`src/rtl/sos_stream_ctrl.sv`:
```
// Sample-rate sequencer for the SOS cascade. One sample is accepted on the
// input handshake and driven onto x_o. The controller then waits for the
// combinational biquad chain to settle, captures y_i, and pulses state_en_o
// so that every z^-1 register updates on that same edge. The filtered sample
// is then offered on the output valid/ready port.
module sos_stream_ctrl #(
   parameter int WD         = 16,
   parameter int SETTLE_CYC = 4,
   parameter int CW         = 16
) (
   input  logic          clk_i,
   input  logic          rst_i,
   input  logic          s_valid_i,
   output logic          s_ready_o,
   input  logic [WD-1:0] s_data_i,
   output logic [WD-1:0] x_o,
   input  logic [WD-1:0] y_i,
   output logic          state_en_o,
   output logic          m_valid_o,
   input  logic          m_ready_i,
   output logic [WD-1:0] m_data_o,
   output logic          busy_o,
   output logic [CW-1:0] sample_cnt_o
);

   // Settle counter width; kept at least 1 bit so SETTLE_CYC=1 still builds.
   localparam int CNTW = (SETTLE_CYC > 1) ? $clog2(SETTLE_CYC) : 1;

   typedef enum logic [1:0] {
      IDLE    = 2'd0,
      SETTLE  = 2'd1,
      CAPTURE = 2'd2,
      OUT     = 2'd3
   } state_t;

   state_t          state_reg, state_next;
   logic [CNTW-1:0] cnt_reg, cnt_next;
   logic [WD-1:0]   x_reg, x_next;
   logic [WD-1:0]   m_data_reg, m_data_next;
   logic            m_valid_reg, m_valid_next;
   logic [CW-1:0]   sample_cnt_reg, sample_cnt_next;

   // State and datapath registers; reset aborts any sample in flight.
   always_ff @(posedge clk_i) begin
      if (rst_i) begin
         state_reg      <= IDLE;
         cnt_reg        <= '0;
         x_reg          <= '0;
         m_data_reg     <= '0;
         m_valid_reg    <= 1'b0;
         sample_cnt_reg <= '0;
      end else begin
         state_reg      <= state_next;
         cnt_reg        <= cnt_next;
         x_reg          <= x_next;
         m_data_reg     <= m_data_next;
         m_valid_reg    <= m_valid_next;
         sample_cnt_reg <= sample_cnt_next;
      end
   end

   // Next-state and next-data logic; every register holds by default.
   always_comb begin
      state_next      = state_reg;
      cnt_next        = cnt_reg;
      x_next          = x_reg;
      m_data_next     = m_data_reg;
      m_valid_next    = m_valid_reg;
      sample_cnt_next = sample_cnt_reg;
      case (state_reg)
         IDLE: begin
            if (s_valid_i) begin
               x_next     = s_data_i;
               cnt_next   = CNTW'(SETTLE_CYC - 1);
               state_next = SETTLE;
            end
         end
         SETTLE: begin
            // Counts SETTLE_CYC-1 down to 0, so this state spans SETTLE_CYC cycles.
            if (cnt_reg == '0) begin
               state_next = CAPTURE;
            end else begin
               cnt_next = cnt_reg - CNTW'(1);
            end
         end
         CAPTURE: begin
            // y_i still reflects the old delay state; the delays latch on this edge.
            m_data_next  = y_i;
            m_valid_next = 1'b1;
            state_next   = OUT;
         end
         OUT: begin
            if (m_ready_i) begin
               m_valid_next    = 1'b0;
               sample_cnt_next = sample_cnt_reg + CW'(1);
               state_next      = IDLE;
            end
         end
         default: state_next = IDLE;
      endcase
   end

   // Outputs are decoded from registered state; the enable is masked during reset.
   always_comb begin
      s_ready_o    = (state_reg == IDLE);
      state_en_o   = (state_reg == CAPTURE) && !rst_i;
      busy_o       = (state_reg != IDLE);
      x_o          = x_reg;
      m_data_o     = m_data_reg;
      m_valid_o    = m_valid_reg;
      sample_cnt_o = sample_cnt_reg;
   end

endmodule
```
`config.mk`:
```
export PLATFORM = sky130hd
export DESIGN_NAME = sos_stream_ctrl
export DESIGN_NICKNAME = d
export VERILOG_FILES = /design/src/rtl/sos_stream_ctrl.sv
export SDC_FILE = /design/constraint.sdc
export NUM_CORES = 1
export LEC_CHECK = 0
export ABC_AREA = 1
export CAP_MARGIN = 30
export CORE_MARGIN = 1
export CORE_UTILIZATION = 39
export CTS_CLUSTER_SIZE = 14
export DETAILED_ROUTE_END_ITERATION = 8
export PLACE_DENSITY = 0.76
export SLEW_MARGIN = 25
export SYNTH_ARGS = -nofsm -noshare
export SYNTH_HDL_FRONTEND = slang
export SYNTH_SLANG_ARGS = --single-unit
export TNS_END_PERCENT = 100
```
`constraint.sdc`:
```
create_clock -name clk_i -period 1.3 [get_ports clk_i]
set_input_delay 0.13 -clock clk_i [delete_from_list [all_inputs] [get_ports clk_i]]
set_output_delay 0.13 -clock clk_i [all_outputs]
set_load 0.01 [all_outputs]
```
## Word-level counts from Yosys, hierarchy flattened

Index checks and enable logic that the tools add are counted.

| operators by class | value |
|---|---|
| eq/ne operators | 7 |
| reduce and logical (&&, ||, !) cells | 12 |
| $add $sub $neg | 2 |
| mux-type cells | 9 |

Operator list:

| operator | count |
|---|---|
| adder 16 x 1 -> 16 bit (second input constant) | 1 |
| 2-to-1 mux 2 bit | 5 |
| inequality test 2 bit (second input constant) | 4 |
| case mux 2 bit (4 select lines) | 1 |
| AND reduction 2 bit | 3 |
| AND reduction 3 bit | 2 |
| nonzero test 2 bit | 3 |
| equality test 2 bit (second input constant) | 2 |
| zero test 2 bit | 2 |
| case mux 2 bit (2 select lines) | 1 |
| equality test 2 x 1 -> 1 bit (second input constant) | 1 |
| case mux 1 bit (2 select lines) | 1 |
| subtractor 2 x 1 -> 2 bit (second input constant) | 1 |
| logical AND 1 bit | 1 |
| zero test 1 bit | 1 |
| 2-to-1 mux 1 bit | 1 |

| storage, ports and cells | value |
|---|---|
| flip-flop bits (word level) | 53 |
| output and inout bits | 52 |
| logic and storage cells | 36 |
| input bits | 36 |

## Longest topological paths before layout

| depth | value |
|---|---|
| depth after elaboration | 3 |
| mapped depth | 9 |
| depth with buffers taken out | 9 |

## Worst setup path after synthesis

Ideal clock, no wire load.

| timing | value |
|---|---|
| path type | register to register |
| start point | reg state_reg[0] |
| end point | reg state_reg[0] |
| required time | 1.183 ns |
| arrival | 1.242 ns |
| clock period less this slack | 1.358 ns |
| cell stages (with the launch flop) | 9 |
| path buffers | 0 |
| path slack | -0.058 ns |
| setup time | 0.117 ns |
| cell sequence | dfxtp_1 inv_1 ha_1 inv_1 or2_1 nand3_1 nand2_1 nand2_1 nor2_1 |

| on the way | value |
|---|---|
| cells in the longest elaborated chain, start to end | 3 |
| elaborated cells between the ends (all ways) | 9 |
| those cells by class | eq/ne: 6; mux: 1; reduce/logical: 2 |

RTL lines:

| element | line | RTL |
|---|---|---|
| start: declaration | 36 | `state_t state_reg, state_next;` |
| start signal: assignment | 53 | `state_reg <= state_next;` |
| zero test 2 bit * | -- |  |
| named net s_ready_o | 14 | `output logic s_ready_o,` |
| inequality test 2 bit (no line) | -- |  |
| AND reduction 3 bit (no line) | -- |  |

The timed path passes the listed nets; every way through them passes the cells marked *.
A chain may end at the register's enable or synchronous reset.

## Worst setup path after layout

| timing | value |
|---|---|
| start point | reg sample_cnt_reg[0] (netlist: sample_cnt_o[0]) |
| end point | reg sample_cnt_reg[10] (netlist: sample_cnt_o[10]) |

| on the way | value |
|---|---|
| cells in the longest elaborated chain, start to end | 1 |

RTL lines:

| element | line | RTL |
|---|---|---|
| start: declaration | 41 | `logic [CW-1:0] sample_cnt_reg, sample_cnt_next;` |
| start signal: assignment | 58 | `sample_cnt_reg <= sample_cnt_next;` |
| adder 16 x 1 -> 16 bit | 95 | `sample_cnt_next = sample_cnt_reg + CW'(1);` |

No other way between the ends.

==> impl_metrics.csv <==
group,metric,value,unit
run_status,outcome,"finished, final reports clean",
timing,period_needed,1.29,ns
worst_setup_path,critPathMaxFanout,3,
worst_setup_path,arrival,1.49,ns
worst_setup_path,path_class,"flop to flop",
synth,synth_fp_nets,344,
synth,synth_seq_cells,53,
clock_tree,cts-root-buf,"clkbuf_8",
floorplanning,die_h,77.4,um
clock_tree,cts_max_path_buffers,2,
synth,yosys.area.top_type,"dfxtp_1",
drt,vias,2260,
clock_tree,clk-insertion-delay-late,0.30,ns
cells_and_area,syn2layout_area_growth,59.3,%
floorplanning,core,0.00551,sq mm
floorplanning,ioPinCount,88,
global_routing,grt.total_usage,18.9,%
clock_tree,htreeDepth,2,
power,p_sw,0.00190,W
timing,worstMarginPinSlew,0.226,ns
cells_and_area,antenna_cells,0,
global_routing,grt.overflow.total,0,
synth,synthesis.area,0.00222,sq mm
clock_tree,cts.sinks,53,
worst_setup_path,cp-start-kind,"flop",
clock_tree,clkSlewWorstSetupHoldPaths,0.09,ns
global_routing,grt_pass1_vias,2109,
power,intPower,0.00369,W
floorplanning,rows,27,
power,power_frac_comb,40.5,%
synth,ys_top_cells_by_area,"dfxtp_1, nor2_1, o21ai_0",
drt,drt-wirelength-per-cell,11.4,um
power,max-vdd-ir-drop,0.846,mV
floorplanning,start_util,40.3,%
hold_path,hold_path_class,"input port to flop",
power,seqPwrFrac,39.7,%
clock_tree,ctsHoldBuffers,0,
floorplanning,fp.dieArea,0.00599,sq mm
place,port_buffers,87,
power,clkPwrFrac,19.8,%
global_routing,grt_max_degree,33,
drt,drc,0,
power,p_leak,1.66,nW
synth,syn_inst,302,
timing,drv_slew,0,
global_routing,antenna_found_initial,0,
drt,drt-pass1-iter-count,4,
timing,hold_viol_final,0,
synth,syn_area_per_cell,7.35,sq um
power,power_density,1580,mW/mm^2
floorplanning,die_x,77.4,um
cells_and_area,final_cells,480,
timing,final-setup-viol-count,0,
place,gp_congestion,0.790,
timing,rsz0062_at_grt,"true",
synth,ys.warnings.count,0,
place,placed_cells,469,
worst_setup_path,end_kind,"flop",
worst_setup_path,cp.required,1.51,ns
synth,netlist.area_leader.share,47.8,%
drt,ant_nets,0,
synth,ys_types,28,
clock_tree,cts_made_buffers,5,
timing,slew_headroom,84.9,%
cells_and_area,final_cell_area,0.00353,sq mm
run,max_cap_violations,0,
timing,max_freq,777,MHz
timing,finalCritPeriodShare,99.0,%
power,swShare,34.1,%
drt,routed_wl,5460,um
global_routing,grt_pass1_wl,9030,um
drt,vias_per_cell,4.71,
place,dp_hpwl,4000,um
cells_and_area,drive_above_1_share,18.4,%
cells_and_area,num-nets-final,449,
clock_tree,cts_tree,"yes",
timing,skew,0.00332,ns
drt,drtIter0Drc,73,
timing,hold_ws,0.400,ns
synth,synth_seq_area_share,47.8,%
place,placed_area,0.00331,sq mm
power groups by stage:
stage | clock network, W | registers (W) | logic, W
4_1_cts | 0.00114 | 0.00221 | 0.00206
3_5_place_dp | 0 | 0.00223 | 0.00222
6_report | 0.00111 | 0.00222 | 0.00226
2_1_floorplan | 0 | 0.00239 | 0.000821
5_1_grt | 0.00122 | 0.00227 | 0.00250
3_3_place_gp | 0 | 0.00223 | 0.00218
layer usage:
metal  global-route usage [%]  part of all wire [%]  vias up
li1                         -                     -     1170
met1                     21.0                    42     1024
met2                     33.5                    51       59
met3                     6.35                   5.3        7
met4                     6.60                   1.4        0
met5                        0                     0        -
cell usage in the layout, fill, tap and decap left out, types with 3 or more instances in the layout:
cell type / instances
dfxtp_1: 43
clkbuf_8: 5
dlygate4sd2_1: 49
nand3_1: 6
ha_4: 4
nand2_1: 28
dfxtp_2: 9
o21ai_0: 39
buf_2: 3
a21oi_1: 11
clkdlybuf4s50_1: 35
inv_4: 3
nor2_4: 3
nand2_4: 3
buf_4: 17
nor2_1: 90
inv_1: 19
nand2_2: 6
buf_12: 3
what timing repair did:
| action | 4_1_cts | 5_1_grt |
|---|---|---|
| gates resized for setup | 84 | 28 |
| pin swaps | 3 | 12 |
| buffers inserted | 0 | 3 |
| setup endpoints to repair | 83 | 20 |
Yosys cell counts (all sizes together):
| cell | n |
|---|---|
| o21a | 1 |
| nor3 | 2 |
| o21bai | 3 |
| dfxtp | 53 |
| or2 | 1 |
| nand4 | 2 |
| nor2 | 95 |
| clkinv | 1 |
| clkbuf | 6 |
| a31oi | 1 |
| buf | 4 |
| ha | 6 |
| nand2 | 38 |
| and2 | 1 |
| inv | 24 |
| o21ai | 43 |
| a21oi | 11 |
| nand3 | 10 |
worst paths after layout:
kind                      endpoint            start  cells after the start  slack (ns)
setup / recovery  sample_cnt_o[10]  sample_cnt_o[0]                      7        0.01
hold / removal         m_data_o[3]           y_i[3]                      3        0.40
setup reg to reg  sample_cnt_o[10]  sample_cnt_o[0]                      7        0.01
hold reg to reg         cnt_reg[1]       cnt_reg[1]                      2        0.46
stage by stage:
step / util [%] / TNS (ns) / setup WS [ns] / total power, W
after detailed placement: 60.1 / -1.59 / -0.124 / 0.00445
after floorplan: - / -0.0187 / -0.0158 / 0.00321
after global routing: 64.2 / -0.496 / -0.0553 / 0.00599
final: 64.2 / 0 / 0.0126 / 0.00559
after CTS: 61.8 / -0.0949 / -0.0356 / 0.00541
after global placement: 60.1 / -0.946 / -0.110 / 0.00440
critical path: stages, from the launching register on:
cell and delay, ns:
dfxtp_1 0.36, ha_1 0.22, nand3_2 0.11, nor2_4 0.13, buf_4 0.12, nand4_1 0.09
nor2_1 0.11, nor2_1 0.05
final cells by class:
type / instances / area (sq um)
clock buffers: 6 / 72.6
clock inverters: 2 / 38.8
fillers: 505 / 1970
inverters: 25 / 106
multi-input cells: 214 / 1160
flip-flops and latches: 53 / 1080
well taps: 72 / 90.1
repair buffers: 108 / 993
cells by family after synthesis:
kind of cell | share of synthesized area, %
AOI/OAI and AO/OA | 14.0
adders and majority gates | 3.38
buffers and inverters | 6.43
DFF | 47.8
and+or+nand+nor | 28.4
(Power assumes the default switching activity.)
